**config.mk**
```make
export PLATFORM = sky130hd
export DESIGN_NAME = run_sequence_detector
export DESIGN_NICKNAME = d
export VERILOG_FILES = /design/src/rtl/run_sequence_detector.sv
export SDC_FILE = /design/constraint.sdc
export NUM_CORES = 1
export LEC_CHECK = 0
export BUFFER_PORTS_ARGS = -buffer_cell sky130_fd_sc_hd__buf_2
export CAP_MARGIN = 20
export CORE_UTILIZATION = 40
export CTS_BUF_LIST = sky130_fd_sc_hd__clkbuf_16
export CTS_CLUSTER_SIZE = 14
export DETAILED_ROUTE_END_ITERATION = 16
export PLACE_DENSITY = 0.58
export SETUP_SLACK_MARGIN = 0.02
export SLEW_MARGIN = 25
export SYNTH_ARGS = -nofsm -noshare
export SYNTH_HDL_FRONTEND = slang
export SYNTH_SLANG_ARGS = --single-unit
```
**constraint.sdc**
```tcl
create_clock -name clk -period 5.5 [get_ports clk]
set_input_delay 0.275 -clock clk [delete_from_list [all_inputs] [get_ports clk]]
set_output_delay 0.275 -clock clk [all_outputs]
set_load 0.02 [all_outputs]
```
**src/rtl/run_sequence_detector.sv**
```systemverilog
// -----------------------------------------------------------------------------
// run_sequence_detector
//
// Recognises run-ordered symbol streams of the form 1+ 2+ ... N+ (N =
// NUM_STAGES). Every run must be at least MIN_RUN samples long before the
// stream may advance to the next symbol. One symbol is sampled per cycle
// while in_valid is high. A match is reported on ans, either as a level that
// stays high while the final run continues or as a single-cycle pulse. The
// number of match events is kept in a saturating counter.
//
// Ports
//   clk         in   rising-edge clock for all state
//   rst_n       in   asynchronous active-low reset
//   in_valid    in   num is sampled this cycle
//   num         in   SYM_W  input symbol
//   pulse_mode  in   0 = level ans, 1 = single-cycle pulse per match event
//   clr         in   synchronous clear of all state; overrides in_valid
//   ans         out  registered match indication
//   match_cnt   out  CNT_W  match events, saturating at all-ones
//   stage       out  current stage, 0 = idle
// -----------------------------------------------------------------------------
module run_sequence_detector #(
    parameter int  SYM_W      = 2,
    parameter int  NUM_STAGES = 3,
    parameter int  MIN_RUN    = 1,
    parameter int  CNT_W      = 8,
    localparam int STAGE_W    = $clog2(NUM_STAGES + 1)
) (
    input  logic               clk,
    input  logic               rst_n,
    input  logic               in_valid,
    input  logic [SYM_W-1:0]   num,
    input  logic               pulse_mode,
    input  logic               clr,
    output logic               ans,
    output logic [CNT_W-1:0]   match_cnt,
    output logic [STAGE_W-1:0] stage
);

    // Run counter only has to count up to MIN_RUN; keep at least one bit.
    localparam int RUN_W_RAW = $clog2(MIN_RUN + 1);
    localparam int RUN_W     = (RUN_W_RAW < 1) ? 1 : RUN_W_RAW;

    // Common width for comparing the symbol against stage and stage+1.
    // The extra bit keeps stage+1 from wrapping at the top stage.
    localparam int CMP_W = ((SYM_W > STAGE_W) ? SYM_W : STAGE_W) + 1;

    localparam logic [STAGE_W-1:0] STAGE_IDLE  = '0;
    localparam logic [STAGE_W-1:0] STAGE_FIRST = STAGE_W'(1);
    localparam logic [STAGE_W-1:0] STAGE_LAST  = STAGE_W'(NUM_STAGES);
    localparam logic [RUN_W-1:0]   RUN_ZERO    = '0;
    localparam logic [RUN_W-1:0]   RUN_ONE     = RUN_W'(1);
    localparam logic [RUN_W-1:0]   RUN_FULL    = RUN_W'(MIN_RUN);
    localparam logic [CNT_W-1:0]   CNT_MAX     = '1;

    // -------------------------------------------------------------------------
    // Parameter legality, rejected at elaboration
    // -------------------------------------------------------------------------
    generate
        if (SYM_W < 1) begin : g_bad_sym_w
            $error("run_sequence_detector: SYM_W must be at least 1");
        end
        if (NUM_STAGES < 2 || NUM_STAGES > ((1 << SYM_W) - 1)) begin : g_bad_stages
            $error("run_sequence_detector: NUM_STAGES must be in 2..2^SYM_W-1");
        end
        if (MIN_RUN < 1) begin : g_bad_min_run
            $error("run_sequence_detector: MIN_RUN must be at least 1");
        end
        if (CNT_W < 1) begin : g_bad_cnt_w
            $error("run_sequence_detector: CNT_W must be at least 1");
        end
    endgenerate

    // -------------------------------------------------------------------------
    // State
    // -------------------------------------------------------------------------
    logic [STAGE_W-1:0] stage_q, stage_d;
    logic [RUN_W-1:0]   run_q,   run_d;
    logic               ans_q,   ans_d;
    logic [CNT_W-1:0]   cnt_q,   cnt_d;

    // Helpers shared by the next-state and output logic
    logic [CMP_W-1:0] sym_ext;
    logic [CMP_W-1:0] stage_ext;
    logic             run_full;
    logic [RUN_W-1:0] run_inc;
    logic             matched;
    logic             at_match_q;
    logic             match_evt;

    assign sym_ext   = CMP_W'(num);
    assign stage_ext = CMP_W'(stage_q);
    assign run_full  = (run_q == RUN_FULL);
    assign run_inc   = run_full ? run_q : run_q + RUN_ONE;

    // -------------------------------------------------------------------------
    // State register
    // -------------------------------------------------------------------------
    always_ff @(posedge clk or negedge rst_n) begin
        if (!rst_n) begin
            stage_q <= STAGE_IDLE;
            run_q   <= RUN_ZERO;
            ans_q   <= 1'b0;
            cnt_q   <= '0;
        end else begin
            stage_q <= stage_d;
            run_q   <= run_d;
            ans_q   <= ans_d;
            cnt_q   <= cnt_d;
        end
    end

    // -------------------------------------------------------------------------
    // Next-state logic: stage / run transitions in priority order
    // -------------------------------------------------------------------------
    always_comb begin
        stage_d = stage_q;
        run_d   = run_q;
        if (clr) begin
            stage_d = STAGE_IDLE;
            run_d   = RUN_ZERO;
        end else if (in_valid) begin
            if (sym_ext == CMP_W'(1)) begin
                // A 1 always (re)starts the sequence, or extends the first run.
                if (stage_q == STAGE_FIRST) begin
                    run_d = run_inc;
                end else begin
                    stage_d = STAGE_FIRST;
                    run_d   = RUN_ONE;
                end
            end else if (sym_ext == stage_ext && stage_q >= STAGE_W'(2)) begin
                run_d = run_inc;
            end else if (sym_ext == stage_ext + CMP_W'(1) &&
                         stage_q != STAGE_IDLE && stage_q != STAGE_LAST &&
                         run_full) begin
                // Advance only after the current run reached MIN_RUN.
                stage_d = stage_q + STAGE_FIRST;
                run_d   = RUN_ONE;
            end else begin
                // 0, out-of-range symbol, skipped symbol, short run or
                // backward step all abandon the sequence.
                stage_d = STAGE_IDLE;
                run_d   = RUN_ZERO;
            end
        end
    end

    // -------------------------------------------------------------------------
    // Output logic: ans and match counter next values
    // -------------------------------------------------------------------------
    assign matched    = (stage_d == STAGE_LAST) && (run_d == RUN_FULL);
    // Already sitting in the matched state: further final symbols keep the
    // condition true without counting as a new event.
    assign at_match_q = (stage_q == STAGE_LAST) && run_full;
    assign match_evt  = matched && !at_match_q;

    always_comb begin
        ans_d = ans_q;
        cnt_d = cnt_q;
        if (clr) begin
            ans_d = 1'b0;
            cnt_d = '0;
        end else if (in_valid) begin
            ans_d = pulse_mode ? match_evt : matched;
            if (match_evt && cnt_q != CNT_MAX) begin
                cnt_d = cnt_q + CNT_W'(1);
            end
        end else if (pulse_mode) begin
            // A pulse never stretches across an idle cycle.
            ans_d = 1'b0;
        end
    end

    assign ans       = ans_q;
    assign match_cnt = cnt_q;
    assign stage     = stage_q;

endmodule
```
Yosys cells after proc, flatten, opt, wreduce, memory -nomap -nowiden:

Cells that the tools add are included.

* add/subtract/negate cells: 4
* order comparisons: 1
* equality and inequality tests: 8
* mux-type cells: 20
* reduce and logical (&&, ||, !) cells: 14

Operators by type and width (number)
* $mux W8: 3
* $mux W2: 6
* $mux W1: 11
* $add A8 B1 Y8 const B: 1
* $logic_and A1 B1 Y1: 8
* $ne A8 B8 Y1 const B: 1
* $reduce_bool A2 Y1: 3
* $eq A2 B1 Y1 const B: 2
* $eq A2 B2 Y1 const B: 2
* $add A2 B1 Y3 const B: 1
* $eq A2 B3 Y1: 1
* $reduce_bool A3 Y1: 1
* $add A2 B1 Y2 const B: 1
* $eq A2 B2 Y1: 1
* $ge A2 B2 Y1 const B: 1
* $ne A2 B2 Y1 const B: 1
* $reduce_and A2 Y1: 1
* $add A1 B1 Y1 const B: 1
* $logic_not A1 Y1: 1

* register bits after elaboration: 12
* bits of input ports: 7
* output and inout bits: 11
* word-level logic and storage cells: 51

Logic depth before layout (Yosys ltp):

Gate-level depths: netlist (run 1).

* depth after elaboration: 17
* depth in mapped cells: 10
* mapped depth without buffers: 8

Worst setup path after synthesis (run 1):

OpenSTA, ideal clock, no wires.

* path type: reg2reg
* start: register stage_q[0] (netlist: stage[0])
* end: register cnt_q[1] (netlist: match_cnt[1])
* library setup time: 0.125 ns
* arrival: 2.533 ns
* data required time: 5.375 ns
* slack: 2.842 ns
* cell stages (with the launch flop): 11
* buffers on the path: 2
* clock period less this slack: 2.658 ns
* path through: dfrtp_1 -> buf_2 -> inv_1 -> ha_1 -> or3b_1 -> nor3_2 -> nand4bb_1 -> a32o_2 -> buf_2 -> nor2_1 -> mux2_2

* longest elaborated chain between the ends: 16
* elaborated cells on any way between the ends: 33
* classes of those cells: 2 x add/sub; 1 x order compare; 6 x eq/ne; 12 x mux; 12 x reduce/logical

Ends and longest elaborated chain
* start: declaration: RTL line 77 `logic [STAGE_W-1:0] stage_q, stage_d;`
* start signal: assignment: RTL line 106 `stage_q <= stage_d;`
* $add A2 B1 Y3: RTL line 133 `end else if (sym_ext == stage_ext + CMP_W'(1) &&`
* $eq A2 B3 Y1: RTL line 133
* $logic_and A1 B1 Y1: RTL line 133
* $logic_and A1 B1 Y1 (2 in a row): RTL line 134 `stage_q != STAGE_IDLE && stage_q != STAGE_LAST &&`
* $mux W2: RTL line 133
* $mux W2: RTL line 131 `end else if (sym_ext == stage_ext && stage_q >= STAGE_W'(2)) begin`
* $mux W2: RTL line 123 `if (sym_ext == CMP_W'(1)) begin`
* $mux W2: RTL line 122 `end else if (in_valid) begin`
* $mux W2: RTL line 119 `if (clr) begin`
* $eq A2 B2 Y1: RTL line 151 `assign matched = (stage_d == STAGE_LAST) && (run_d == RUN_FULL);`
* $logic_and A1 B1 Y1: RTL line 151
* $logic_and A1 B1 Y1 (*): RTL line 155 `assign match_evt = matched && !at_match_q;`
* $logic_and A1 B1 Y1 (*): RTL line 165 `if (match_evt && cnt_q != CNT_MAX) begin`
* $reduce_bool A2 Y1 (no line) (*)
* $reduce_and A2 Y1 (no line) (*)
* end signal: assignment: RTL line 109 `cnt_q <= cnt_d;`
* end: declaration: RTL line 80 `logic [CNT_W-1:0] cnt_q, cnt_d;`

Mark *: on every way between the ends. The rest lies on a longest branch, timed or not.
A chain may end at the register's enable or synchronous reset.

Final worst setup path (run 1):

* start: register stage_q[0] (netlist: stage[0])
* end: register cnt_q[7] (netlist: match_cnt[7])

Same word-level chain as after synthesis.

==> results.md, run 1 <==
* Synthesized area at 848.3 um^2
* Gate count after technology mapping at 97
* H-tree Lvls at 1
* Netlist cell types at 37
* Clock Latency Late Sink at 0.24 ns
* Die width at 48.05 um
* WL met3 at 69 um
* DP Worst Slack at 2.733 ns
* Maximum VDD drop at 0.0001938 V
* Post-Syn Nets at 109
* Worst EP required at 5.67 ns
* YS warnings at 0
* Vias per cell at 5.359
* Slack of the critical path at 2.697 ns
* Clock root buffer: clkbuf_16
* Slew HR at 69.20%
* DR pass1 iterations at 4
* Critical path class: reg2reg
* Worst Hold Depth at 3
* Flop-to-flop setup slack at 2.70 ns
* Final Hold Vio Count at 0
* Core Area at 0.001982 mm^2
* Yosys reg bits at 12
* CP startpoint kind: flop
* Post-route minimum period at 2.803 ns
* Layout cell share with drive strength beyond 1 at 22.61%
* Worst Reg-to-Reg Cells at 8
* Yosys top cell by area: dfrtp_1
* Largest net degree at the start of global routing at 16
* HP Class: in2reg
* Total wire length at 1.797 mm
* Port-buffer cells at 17
* Final setup fails at 0
* RSZ-0062 raised after global routing: false
* Number of DRC markers in iteration 0 at 17
* Vias in the first global route at 663
* GRT Total Usage at 18.96%
* Largest fanout on the critical path at 15
* Dominant cells by area after synthesis: dfrtp_1, ha_1, nand3_1
* CP arrival at 2.97 ns
* Share of the synthesized area in the top cell type at 35.40%
* Residual DRC at 0
* R2r startpoint: stage[0]$_DFF_PN0_
* Number of setup buffers added after CTS at 0
* Sequential-to-total area share from yosys stat at 35.40%
* Fin. max-slew vios at 0
* Origin of the worst setup path: stage[0]$_DFF_PN0_
* Setup TNS at 0 ns
* Lkg Pwr at 0.4488 nW
* Area grow syn2layout at 22.42%
* WHS Endpoint: ans$_DFFE_PN0P_
* Row count at 16
* ANT cells at 0
* Area of the die at 0.002309 mm^2
* Slew @ Worst Pin at 0.4562 ns
* Avg Synthesized Cell Area at 8.746 um^2
* Max cap viols at 0
* Top FF cell, synth: dfrtp_1
* Nets at 128
* CTS tree: done
* Clock Sinks at 12
* Filler cells at 192
* Die Ht at 48.05 um
* Pwr per Cell Area at 238.4 mW/mm^2
* Global-route wire length before repair at 2.980 mm
* Worst Skew at 0.001701 ns
* WL met2 at 779 um
* Post-DP HPWL at 1.293 mm
* Num CTS Buffers at 3
* Met1 Wirelength at 913 um
* Max Clock Freq at 356.8 MHz
* CTS max path bufs at 2
* Clock slew seen by the registers of the worst setup and hold paths at 0.04 ns
* Critical R2R Capture: match_cnt[7]$_DFFE_PN0P_
* Highest routed layer: met4
* Gr ovfl total at 0
* Status: completed
* IO Count at 18
* Ys async rst share at 100.0%
* Worst Setup End Kind: flop
* Antenna-violating nets left at 0
* Via Count at 761
* HP Start: pulse_mode
* Crit share post-route at 50.96%
* Initial antenna violation count at 0
* Final Wtd Congestion at 0.8587
* Routed len/inst at 12.65 um
* Post-synth EDFFs at 0
* Effective utilization at floorplan at 42.80%
* Overall Power at 247.6 uW
## report_power, final
part	switching (mW)	internal, mW	total, mW
Sequential	0.00187	0.0895	0.0914
Clock	0.0403	0.0959	0.136
Combinational	0.0124	0.00757	0.0200
## area by class of cell
cell class | instances | area (um^2) | area share [%]
inverter | 5 | 18.77 | 1.807
tap | 27 | 33.78 | 3.253
clock inverter | 1 | 3.754 | 0.3614
timing repair buffer | 18 | 95.09 | 9.157
multi-input combinational | 76 | 511.7 | 49.28
sequential | 12 | 300.3 | 28.92
clock buffer | 3 | 75.07 | 7.229
## repair_timing
item                                   4_1_cts  5_1_grt
endpoints found under the hold margin       12        0
hold buffers                                 1        0
resized for setup                            0        0
## cell usage after synthesis (2+ instances only)
cell / count
clkbuf_1: 2
or3b_1: 2
nand3b_1: 2
a21boi_0: 2
ha_1: 5
nand2_1: 7
inv_1: 5
nor3b_1: 2
a21oi_1: 5
or3_1: 2
or4_1: 3
buf_2: 2
o31ai_1: 3
dfrtp_1: 12
nor2_1: 9
nand3_1: 10
o21ai_0: 3
nor3_1: 2
## cell families after synthesis
group                    count (synthesis)  share of synthesized area, %
AO/OA/AOI/OAI                           22                         19.03
XOR/XNOR                                 2                         2.065
adder cells (fa/ha/maj)                  5                         7.375
buffers and inverters                    9                         4.278
flip-flops                              12                         35.40
multiplexers                             2                         2.507
AND/OR/NAND/NOR                         45                         29.35
## metal layers
layer,up-vias,track usage [%]
met3,6,3.396
met1,338,27.08
met2,18,27.03
met4,0,10.00
li1,399,-
met5,-,0
## layout by cell type, fill, tap and decap left out, types with 2 or more instances in the layout
master,count
buf_2,17
dfrtp_1,12
nand3_1,10
nor2_1,9
nand2_1,7
inv_1,5
a21oi_1,5
ha_1,5
o21ai_0,3
o31ai_1,3
or4_1,3
clkbuf_16,3
a21boi_0,2
or3b_1,2
nand3b_1,2
nor3_1,2
nor3b_1,2
or3_1,2
## worst max-delay path by stage
stage,end,slack (ns)
detailed placement,match_cnt[7]$_DFFE_PN0P_,2.73
CTS,match_cnt[7]$_DFFE_PN0P_,2.70
global placement,match_cnt[7]$_DFFE_PN0P_,2.81
global route,match_cnt[7]$_DFFE_PN0P_,2.50
finish,match_cnt[7]$_DFFE_PN0P_,2.70
floorplan,match_cnt[1]$_DFFE_PN0P_,2.84
## flip-flops by register name, indices dropped and copies added (netlist names)
name and cells:
ans 1, stage 2, match_cnt 8, run_full 1
## worst max-delay path, stage by stage (launching register included)
cell	delay, ns
dfrtp_1	0.56
inv_1	0.12
ha_1	0.22
or3b_1	0.39
nor3_2	0.24
nand4bb_1	0.14
a32o_2	0.38
or4_1	0.53
a21oi_1	0.15
## per-stage QoR
stage,utilization (%),cells,hold slack [ns],area [um^2]
floorplan,-,97,-0.02059,848.3
global placement,47.92,137,0.1671,949.7
detailed placement,47.92,137,0.1686,949.7
CTS,52.40,142,0.3470,1039
global route,52.40,142,0.3850,1039
finish,52.40,142,0.3500,1039
No activity file was read; power rests on OpenSTA's default activity.
==> inputs of run 2 (changes only) <==
clock period = 2.7 ns   (was 5.5 ns; I/O delays follow)
==> run 2 against run 1 <==
Count of clock-buffer cells in the layout is the same; register-to-register slack lost 2.5 ns; largest cell class unchanged; clock skew shrank 0.00096 ns; via count grew 4.3%; largest power group unchanged; global-route usage shrank 1.2 points; highest routed layer is now met3; non-clock buffer count grew 3.
==> results.md, run 2 (synthesis gave the netlist of run 1 again) <==
* Status: completed
* Fin. max-slew vios at 0
* Die Ht at 48.05 um
* Max Clock Freq at 392.0 MHz
* Setup TNS at 0 ns
* Max cap viols at 0
* Die width at 48.05 um
* Antenna-violating nets left at 0
* Gr ovfl total at 0
* IO Count at 18
* Largest net degree at the start of global routing at 16
* Area of the die at 0.002309 mm^2
* Global-route wire length before repair at 2.822 mm
* Effective utilization at floorplan at 42.80%
* Post-Layout Inst Area at 0.001087 mm^2
* CP arrival at 2.71 ns
* Area grow syn2layout at 28.17%
* Layout cell share with drive strength beyond 1 at 26.89%
* Port-buffer cells at 17
* Vias in the first global route at 616
* Post-DP Area at 964.7 um^2
* Overall Power at 498.5 uW
* Nets at 132
* Worst Hold Depth at 3
* Number of DRC markers in iteration 0 at 13
* CP startpoint kind: flop
* Largest fanout on the critical path at 7
* Row count at 16
* Slew @ Worst Pin at 0.5225 ns
* Post-route minimum period at 2.551 ns
* Most common cell after layout, fill and taps aside: buf_2
* H-tree Lvls at 1
* Vias per cell at 5.438
* Worst EP required at 2.86 ns
* CTS tree: done
* Via Count at 794
* Worst Reg-to-Reg Cells at 8
* Final Wtd Congestion at 0.7713
* DR pass1 iterations at 4
* Final setup fails at 0
* HP Class: in2reg
* GRT Total Usage at 17.77%
* Slew HR at 64.85%
* ANT cells at 0
* CTS max path bufs at 2
* Post-DP HPWL at 1.310 mm
* Initial antenna violation count at 0
* Clock Sinks at 12
* Final Hold Vio Count at 0
* Final Util at 54.86%
* Clock slew seen by the registers of the worst setup and hold paths at 0.04 ns
* Filler cells at 199
* Worst Skew at 0.0007453 ns
* Critical path class: reg2reg
* Residual DRC at 0
* Clock Latency Late Sink at 0.24 ns
* Lkg Pwr at 0.4658 nW
* Most frequent cells in the layout: buf_2, nand3_1, dfrtp_1
* Routed len/inst at 13.35 um
* Clock root buffer: clkbuf_16
* Pwr per Cell Area at 458.5 mW/mm^2
* Worst Setup End Kind: flop
* Num CTS Buffers at 3
* Crit share post-route at 94.49%
* Maximum VDD drop at 0.0005069 V
* Largest register FFs at 8
* Total wire length at 1.949 mm
* Core Area at 0.001982 mm^2
run 2: cell count changes in the layout (fill, tap and decap cells not counted), sizes merged:
cell,before,now
buf,17,20
a32o,1,2
run 2: final timing paths:
path                               startpoint  slack, ns                  endpoint
max in group asynchronous               rst_n       2.17        stage[0]$_DFF_PN0_
setup / recovery           stage[0]$_DFF_PN0_       0.15  match_cnt[7]$_DFFE_PN0P_
hold reg to reg               ans$_DFFE_PN0P_       0.53           ans$_DFFE_PN0P_
hold / removal                     pulse_mode       0.21           ans$_DFFE_PN0P_
min in group asynchronous               rst_n       0.30  match_cnt[0]$_DFFE_PN0P_
setup reg to reg           stage[0]$_DFF_PN0_       0.15  match_cnt[7]$_DFFE_PN0P_
run 2: stage by stage:
step,instances,hold slack (ns),setup WS [ns]
3_5_place_dp,139,0.03317,0.1148
6_report,146,0.2095,0.1489
4_1_cts,144,0.2023,0.08799
3_3_place_gp,139,0.03067,0.1120
2_1_floorplan,97,-0.1606,0.04186
5_1_grt,146,0.2054,-0.001221
run 2: power breakdown:
| group | switching [mW] | internal [mW] |
|---|---|---|
| sequential | 0.00272 | 0.183 |
| combinational | 0.0285 | 0.0173 |
| clock | 0.0728 | 0.195 |
run 2: layout make-up:
type / instances / area (um^2) / area share [%]
Multi-Input combinational cell: 77 / 535.5 / 49.25
Inverter: 5 / 18.77 / 1.726
Sequential cell: 12 / 302.8 / 27.85
Clock buffer: 3 / 75.07 / 6.905
Clock inverter: 1 / 3.754 / 0.3452
Timing Repair Buffer: 21 / 117.6 / 10.82
Tap cell: 27 / 33.78 / 3.107
run 2: metal layers:
layer / part of all wire (%) / vias to the layer above / track usage [%] / wire length (um)
met2: 46 / 22 / 22.70 / 902
met5: 0 / - / 0 / 0
li1: - / 406 / - / -
met3: 4.4 / 0 / 6.792 / 85
met1: 49 / 366 / 27.88 / 961
met4: 0 / 0 / 3.333 / 0
run 2: what timing repair did:
item / in CTS / in global routing
endpoints found under the hold margin: 12 / 0
gates resized for setup: 0 / 5
hold buffers: 1 / 0
setup buffers: 0 / 1
setup endpoints to repair: 0 / 3
run 2: critical path: stages (launching register included):
cell and delay [ns]:
dfrtp_2 0.44, inv_1 0.10, ha_1 0.15, or3b_1 0.39, a21oi_4 0.21, o311ai_1 0.19, a32o_2 0.33, or4_1 0.51
a21oi_1 0.15
==> inputs of run 3 (changes only) <==
CTS_CLUSTER_DIAMETER = 40   (was not set)
PLACE_DENSITY = not set   (was 0.58)
PLACE_DENSITY_LB_ADDON = 0.05   (was not set)
==> run 3 against run 2 <==
Die area unchanged; clock skew grew 0.00078 ns; cell count increased by 1.4%; hold slack worse by 0.0029 ns; critical path type unchanged; first-iteration DRC count is 77% higher; register-to-register slack got worse by 0.03 ns; highest routed layer is now met4; worst setup slack got worse by 0.028 ns; critical endpoint is now match_cnt[5]$_DFFE_PN0P_; design area increased by 0.81%.
==> results.md, run 3 (synthesis gave the netlist of run 1 again) <==
* Row count at 16
* Most frequent cells in the layout: buf_2, dfrtp_1, nand3_1
* Nets at 135
* Largest net degree at the start of global routing at 16
* Worst setup path end: match_cnt[5]$_DFFE_PN0P_
* Origin of the worst setup path: stage[1]$_DFF_PN0_
* Initial antenna violation count at 0
* Critical path class: reg2reg
* Crit share post-route at 95.53%
* Pwr per Cell Area at 449.9 mW/mm^2
* Die Ht at 48.05 um
* Via Count at 837
* Maximum VDD drop at 0.0003233 V
* Final Hold Vio Count at 0
* Global-route wire length before repair at 3.042 mm
* Area grow syn2layout at 29.20%
* Worst Skew at 0.001524 ns
* Slack of the critical path at 0.1207 ns
* Clock Latency Late Sink at 0.24 ns
* Slew @ Worst Pin at 0.5220 ns
* Status: completed
* Post-route minimum period at 2.579 ns
* Flop-to-flop setup slack at 0.12 ns
* Core Area at 0.001982 mm^2
* Slowest stage delay, CP at 0.53 ns
* Number of DRC markers in iteration 0 at 23
* Most common cell after layout, fill and taps aside: buf_2
* Clock slew seen by the registers of the worst setup and hold paths at 0.04 ns
* Worst Reg-to-Reg Cells at 7
* Final Wtd Congestion at 0.8889
* IO Count at 18
* HP Start: pulse_mode
* Hold WS at 0.2066 ns
* Post-DP HPWL at 1.458 mm
* Num CTS Buffers at 3
* HP Class: in2reg
* Max cap viols at 0
* Clock root buffer: clkbuf_16
* CTS tree: done
* Largest fanout on the critical path at 6
* GRT Total Usage at 19.21%
* Vias in the first global route at 731
* Fin. max-slew vios at 0
* Worst Setup End Kind: flop
* CP startpoint kind: flop
* Die width at 48.05 um
* Slowest-stage cell, CP: or4_1
* Routed len/inst at 14.30 um
* Layout cell share with drive strength beyond 1 at 27.27%
* CP arrival at 2.74 ns
* Lkg Pwr at 0.4777 nW
* Total wire length at 2.116 mm
* Crit-path cells: ha_1, or3b_1, nor3_2, nand4bb_1, a32o_2, or4_1, a21oi_1
* Slew HR at 64.89%
* Effective utilization at floorplan at 42.80%
* CTS max path bufs at 2
* Clock Sinks at 12
* Largest register FFs at 8
* Max Clock Freq at 387.7 MHz
* R2r startpoint: stage[1]$_DFF_PN0_
* DR pass1 iterations at 4
* Critical R2R Capture: match_cnt[5]$_DFFE_PN0P_
* H-tree Lvls at 1
* Vias per cell at 5.655
* Antenna-violating nets left at 0
* DP Worst Slack at 0.1514 ns
* ANT cells at 0
* Residual DRC at 0
* Port-buffer cells at 17
* RSZ-0062 raised after global routing: false
* Setup TNS at 0 ns
* Gr ovfl total at 0
* Worst EP required at 2.86 ns
* Final setup fails at 0
* Area of the die at 0.002309 mm^2
run 3: changes by cell type in the layout (fill, tap and decap cells not counted), sizes merged:
cell / before / now
buf: 20 / 23
clkinv: 1 / 0
run 3: worst min-delay path by stage:
stage               slack (ns)                       end  cells after the start
floorplan                -0.16           ans$_DFFE_PN0P_                      0
global placement          0.03  match_cnt[0]$_DFFE_PN0P_                      1
detailed placement        0.03  match_cnt[1]$_DFFE_PN0P_                      1
CTS                       0.21           ans$_DFFE_PN0P_                      3
global route              0.23           ans$_DFFE_PN0P_                      3
finish                    0.21           ans$_DFFE_PN0P_                      3
run 3: per-stage QoR:
stage | power, mW | util, % | cells | cell area, um^2
final | 0.4932 | 55.30 | 148 | 1096
after global routing | 0.5123 | 55.30 | 148 | 1096
after CTS | 0.4938 | 52.97 | 143 | 1050
after detailed placement | 0.2307 | 48.67 | 139 | 964.7
after global placement | 0.2302 | 48.67 | 139 | 964.7
after floorplan | 0.2121 | - | 97 | 848.3
run 3: power breakdown:
| part | switching, mW | internal [mW] |
|---|---|---|
| clock network | 0.0701 | 0.192 |
| logic | 0.0288 | 0.0171 |
| registers | 0.00234 | 0.183 |
| total | 0.101 | 0.392 |
run 3: metal layers:
layer,vias to the layer above,track usage [%],part of all wire (%)
li1,415,-,-
met1,395,21.33,45
met3,6,4.528,2.9
met5,-,0,0
met4,0,10.00,2.5
met2,21,33.78,50
run 3: critical path, delay by kind of cell, from the launching register on:
kind | cells | cell delay, ns
AO/OA/AOI/OAI | 2 | 0.51
AND/OR/NAND/NOR | 4 | 1.33
flip-flops | 1 | 0.41
adder cells (fa/ha/maj) | 1 | 0.23
run 3: timing repair:
action / CTS / global route
hold endpoints to repair: 12 / 0
hold buffers: 1 / 0
gates resized for setup: 0 / 2
setup endpoints to repair: 0 / 3
setup buffers: 0 / 4
run 3: cell type report:
| type | instances | area, um^2 |
|---|---|---|
| Tap cell | 27 | 33.78 |
| Inverter | 5 | 18.77 |
| Clock buffer | 3 | 75.07 |
| Fill cell | 189 | 885.9 |
| Multi-Input combinational cell | 77 | 528.0 |
| Sequential cell | 12 | 300.3 |
| Timing Repair Buffer | 24 | 140.1 |
